File: config.mk
export PLATFORM = sky130hd
export DESIGN_NAME = branch_resolve_unit
export DESIGN_NICKNAME = d
export VERILOG_FILES = /design/src/rtl/branch_resolve_unit.sv
export SDC_FILE = /design/constraint.sdc
export NUM_CORES = 1
export LEC_CHECK = 0
export ABC_AREA = 1
export CORE_ASPECT_RATIO = 1.1
export CORE_MARGIN = 2
export CORE_UTILIZATION = 35
export DETAILED_ROUTE_END_ITERATION = 8
export PLACE_DENSITY = 0.72
export SYNTH_ARGS = -nofsm -noshare
export SYNTH_HDL_FRONTEND = slang
export SYNTH_SLANG_ARGS = --single-unit
File: constraint.sdc
create_clock -name clk -period 2.95 [get_ports clk]
set_input_delay 0.59 -clock clk [delete_from_list [all_inputs] [get_ports clk]]
set_output_delay 0.59 -clock clk [all_outputs]
set_load 0.05 [all_outputs]
File: src/rtl/branch_resolve_unit.sv
// branch_resolve_unit
//   EX-stage branch/jump resolver. On an accepted instruction it computes
//   the target, evaluates the branch condition and, for a taken and aligned
//   target, presents a registered PC redirect to fetch. Once fetch accepts
//   the redirect, the younger stages are flushed for FLUSH_CYCLES cycles.
//
// Ports
//   clk, rst          rising-edge clock, synchronous active-high reset
//   in_valid/in_ready instruction handshake (in_ready depends on state only)
//   is_branch/is_jal/is_jalr, funct3
//                     one-hot instruction class and branch condition select
//   pc, imm_shl1, imm_i, rs1_data, rs2_data
//                     instruction PC, B/J offset (already <<1), I offset, operands
//   redirect_valid/redirect_ready/redirect_pc
//                     registered redirect request to fetch
//   link_data         pc+4 of the last accepted JAL/JALR
//   flush             squash IF/ID while high
//   misaligned        1-cycle pulse: taken target not word aligned, dropped
//   illegal_br        1-cycle pulse: branch with reserved funct3 (010/011)
//   taken_count       number of redirects accepted by fetch (wraps)
module branch_resolve_unit #(
    parameter int XLEN         = 32,
    parameter int FLUSH_CYCLES = 2,
    parameter int CNT_W        = 32
) (
    input  logic             clk,
    input  logic             rst,
    input  logic             in_valid,
    output logic             in_ready,
    input  logic             is_branch,
    input  logic             is_jal,
    input  logic             is_jalr,
    input  logic [2:0]       funct3,
    input  logic [XLEN-1:0]  pc,
    input  logic [XLEN-1:0]  imm_shl1,
    input  logic [XLEN-1:0]  imm_i,
    input  logic [XLEN-1:0]  rs1_data,
    input  logic [XLEN-1:0]  rs2_data,
    output logic             redirect_valid,
    input  logic             redirect_ready,
    output logic [XLEN-1:0]  redirect_pc,
    output logic [XLEN-1:0]  link_data,
    output logic             flush,
    output logic             misaligned,
    output logic             illegal_br,
    output logic [CNT_W-1:0] taken_count
);

    localparam int FCW = (FLUSH_CYCLES < 2) ? 1 : $clog2(FLUSH_CYCLES + 1);

    typedef enum logic [1:0] {
        IDLE,
        REDIRECT,
        FLUSH
    } state_t;

    state_t state, state_next;

    logic [FCW-1:0]  flush_cnt;
    logic [XLEN-1:0] jalr_sum;
    logic [XLEN-1:0] target;
    logic            accept;
    logic            cond_taken;
    logic            taken;
    logic            aligned;
    logic            reserved_f3;
    logic            handshake;

    assign accept    = in_valid & in_ready;
    assign handshake = (state == REDIRECT) & redirect_ready;

    // JALR clears bit 0 of the sum; bit 1 can still be set and is caught
    // by the alignment check below.
    assign jalr_sum = rs1_data + imm_i;
    assign target   = is_jalr ? (jalr_sum & {{(XLEN-1){1'b1}}, 1'b0})
                              : (pc + imm_shl1);
    assign aligned  = (target[1:0] == 2'b00);

    assign reserved_f3 = (funct3 == 3'b010) || (funct3 == 3'b011);

    always_comb begin
        cond_taken = 1'b0;
        case (funct3)
            3'b000:  cond_taken = (rs1_data == rs2_data);
            3'b001:  cond_taken = (rs1_data != rs2_data);
            3'b100:  cond_taken = ($signed(rs1_data) <  $signed(rs2_data));
            3'b101:  cond_taken = ($signed(rs1_data) >= $signed(rs2_data));
            3'b110:  cond_taken = (rs1_data <  rs2_data);
            3'b111:  cond_taken = (rs1_data >= rs2_data);
            default: cond_taken = 1'b0;
        endcase
    end

    assign taken = is_jal | is_jalr | (is_branch & cond_taken);

    // Handshake outputs are pure functions of state, so there is no
    // combinational in_valid -> in_ready or redirect_ready -> in_ready path.
    assign in_ready       = (state == IDLE);
    assign redirect_valid = (state == REDIRECT);
    assign flush          = (state == FLUSH);

    always_ff @(posedge clk) begin
        if (rst) begin
            state <= IDLE;
        end else begin
            state <= state_next;
        end
    end

    always_comb begin
        state_next = state;
        case (state)
            IDLE: begin
                if (accept && taken && aligned) begin
                    state_next = REDIRECT;
                end
            end
            REDIRECT: begin
                if (redirect_ready) begin
                    state_next = FLUSH;
                end
            end
            FLUSH: begin
                if (flush_cnt == FCW'(1)) begin
                    state_next = IDLE;
                end
            end
            default: state_next = IDLE;
        endcase
    end

    always_ff @(posedge clk) begin
        if (rst) begin
            redirect_pc <= '0;
            link_data   <= '0;
            misaligned  <= 1'b0;
            illegal_br  <= 1'b0;
            taken_count <= '0;
            flush_cnt   <= '0;
        end else begin
            misaligned <= accept & taken & ~aligned;
            illegal_br <= accept & is_branch & reserved_f3;

            if (accept && taken && aligned) begin
                redirect_pc <= target;
            end

            if (accept && (is_jal || is_jalr)) begin
                link_data <= pc + XLEN'(4);
            end

            if (handshake) begin
                taken_count <= taken_count + CNT_W'(1);
                flush_cnt   <= FCW'(FLUSH_CYCLES);
            end else if (state == FLUSH) begin
                flush_cnt <= flush_cnt - FCW'(1);
            end
        end
    end

endmodule
==> reports/qor.csv <==
metric,value,unit
outcome,finished clean,
TritonCTS clock tree,built,
CP cell instances,clkdlybuf4s50_1 > ha_2 > inv_1 > fa_2 > inv_2 > nand2_2 > a21oi_2 > a21boi_2 > o21ai_2 > inv_2 > o21ai_4 > buf_4 > a21oi_1 > o21ai_0 > o21ai_0 > nor2_1 > nor2_1,
slowest CP cell,clkdlybuf4s50_1,
# DRC,0,
Tmin final,2.829,ns
layout cell share with drive strength beyond 1,19.38,%
initial core utilization,35.31,%
Worst Hold Depth,2,
io pins,271,
GR Util All Layers,24.62,%
"top cells by area, synth","dfxtp_1, ha_1, nand2_1",
final cell count without fillers,2411,
number of synthesized flops with an enable pin,0,
row count,64,
WL per Instance,15.48,um
grt ovf,0,
"count leader, synth",nand2_1,
period utilization,95.91,%
CTS buffer count,9,
"area leader, netlist",dfxtp_1,
fraction of registers with async set/reset,0,%
antenna violations before repair,0,
number of max-cap violations,0,
die area,29140,um^2
Final Cell Area,15550,um^2
sequential share of the synthesized area,21.00,%
min-delay worst type,reg2reg,
P&R area growth vs syn,59.90,%
reg-to-reg setup timing slack,0.75,ns
crit-path max FO,4,
Final TNS setup,0,ns
area of the multi-input gates,7072,um^2
Slew HR,61.93,%
first-pass GRT wire length,56.59,mm
Post-Place Cells,2386,
transition time of the tightest slew-check pin,0.5693,ns
gpl congestion,0.9542,
largest net degree at the start of global routing,37,
post-layout net count,2311,
Ys Warns,0,
Yosys top cell area share,21.00,%
Setup crit end kind,register,
fin. max-slew vios,0,
Synth Instances,1535,
syn_nets,1803,
Via density,4.954,
power consumption,0.005384,W
initial detailed-routing violation count,797,
clk buf depth,2,
HPWL Detailed,31.10,mm
port buffer count,270,
CP Class,in2reg,
Yosys cell types,52,
Die Ht,178.8,um
area of the core,27550,um^2
Setup WS post-layout,0.1207,ns
synth cell count leaders,"nand2_1, inv_1, nor2_1",
DP Worst Slack,-0.4565,ns
pwr dens,346.2,nW/um^2
final hold vios,0,
CTS sink count,102,
ys flop type,dfxtp_1,
final wirelength,37.32,mm
Leak Pwr,7.477,nW
R2R depth,15,
root buf cell,clkbuf_16,
post-route ant nets,0,
drt first pass iters,6,
Critical Path RT,3.21,ns
Crit path largest cell delay,0.49,ns
Clock transition at path regs,0.08,ns
Final setup viols,0,
FILL cells,2651,
crit path launch type,input pin,
Reg area,2042,um^2
H-tree levels,3,
DR vias,11950,
number of global-route vias before repair,11240,
Peak Freq,353.4,MHz
Synth Register Bits,102,
placed cell areas,14650,um^2
worst vdd ir,0.3069,mV
Mean Syn Cell Area,6.336,um^2
die width,162.9,um
# diodes,0,
crit path DAT,3.09,ns
mapped cell area,9726,um^2
CTS Hold Bufs,0,
clk_skew,0.01369,ns
Skew-Pair Late Insertion Delay,0.36,ns
unrepaired setup endpoints after global routing,true,
-- path summary, 6_finish.rpt --
check | from | end
worst min register to register | redirect_pc[0]$_SDFFE_PP0P_ | redirect_pc[0]$_SDFFE_PP0P_
worst max register to register | state[0]$_SDFFE_PP0P_ | taken_count[31]$_SDFFE_PP0P_
worst max-delay path | pc[0] | redirect_pc[10]$_SDFFE_PP0P_
worst min-delay path | redirect_pc[0]$_SDFFE_PP0P_ | redirect_pc[0]$_SDFFE_PP0P_
-- report_power, final --
part	leakage [nW]	switching, W	internal, W
Combinational	6.50	0.00145	0.00119
Clock	0.145	0.000616	0.000603
Sequential	0.833	0.0000561	0.00147
Total	7.48	0.00213	0.00326
-- critical path, delay by kind of cell --
family | cells | cell delay, ns
buffers and inverters | 5 | 0.84
adder cells (fa/ha/maj) | 2 | 0.54
AO/OA/AOI/OAI | 7 | 0.87
AND/OR/NAND/NOR | 3 | 0.24
-- sequential cells by signal (all words and copies together), names as in the netlist --
| register | count |
|---|---|
| state | 2 |
| taken_count | 32 |
| misaligned | 1 |
| link_data | 32 |
| illegal_br | 1 |
| redirect_pc | 32 |
| flush_cnt | 2 |
-- what timing repair did --
item,CTS,global route
gates cloned,0,4
gates resized for setup,2,124
pin swaps,1,51
buffers inserted,0,6
endpoints found under the setup margin,5,32
-- kinds of logic after synthesis --
family | synth area share, %
AND/OR/NAND/NOR | 31.67
AO/OA/AOI/OAI | 20.20
buffers and inverters | 10.23
flip-flops | 21.00
adder cells (fa/ha/maj) | 12.76
XOR/XNOR | 4.143
-- layout make-up --
| cell class | count | share of cell area (%) |
|---|---|---|
| timing repair buffer | 526 | 31.09 |
| multi-input combinational | 1178 | 45.47 |
| clock buffer | 9 | 1.448 |
| clock inverter | 7 | 0.4827 |
| inverter | 226 | 5.455 |
| tap | 363 | 2.921 |
| sequential | 102 | 13.13 |
-- per-layer routing --
metal / wire, um / vias to the layer above / global-route usage (%)
li1: - / 6114 / -
met1: 15670 / 5416 / 29.11
met2: 18910 / 368 / 46.88
met3: 1931 / 47 / 2.637
met4: 807 / 0 / 6.637
met5: 0 / - / 0
-- through the flow --
step / hold WS (ns) / utilization (%)
after floorplan: 0.5202 / -
after global placement: 0.4518 / 53.19
after detailed placement: 0.4585 / 53.19
after CTS: 0.4706 / 54.30
after global routing: 0.4853 / 56.45
final: 0.4707 / 56.45
-- cell usage in the layout (no fill, tap or decap), types with 5 or more instances in the layout --
| cell type | instances |
|---|---|
| dlymetal6s2s_1 | 25 |
| o211ai_1 | 5 |
| clkbuf_16 | 13 |
| buf_12 | 5 |
| buf_4 | 243 |
| o21a_1 | 14 |
| nand2_1 | 302 |
| inv_2 | 23 |
| inv_1 | 202 |
| nor2_4 | 7 |
| nand3_2 | 12 |
| a21o_1 | 17 |
| o21bai_1 | 28 |
| nor2_2 | 13 |
| clkdlybuf4s50_1 | 245 |
| nand4_1 | 30 |
| dfxtp_1 | 102 |
| xor2_1 | 28 |
| nor3_2 | 7 |
| xnor2_1 | 17 |
| nor2_1 | 181 |
| o21ai_0 | 97 |
| o21ai_2 | 5 |
| a31oi_1 | 6 |
| nand3b_1 | 16 |
| nor3_1 | 28 |
| nand3_1 | 51 |
| nor4_1 | 13 |
| o21ai_1 | 11 |
| ha_1 | 81 |
| ha_4 | 14 |
| nand2_2 | 19 |
| a21oi_1 | 129 |
(Power assumes the default switching activity.)
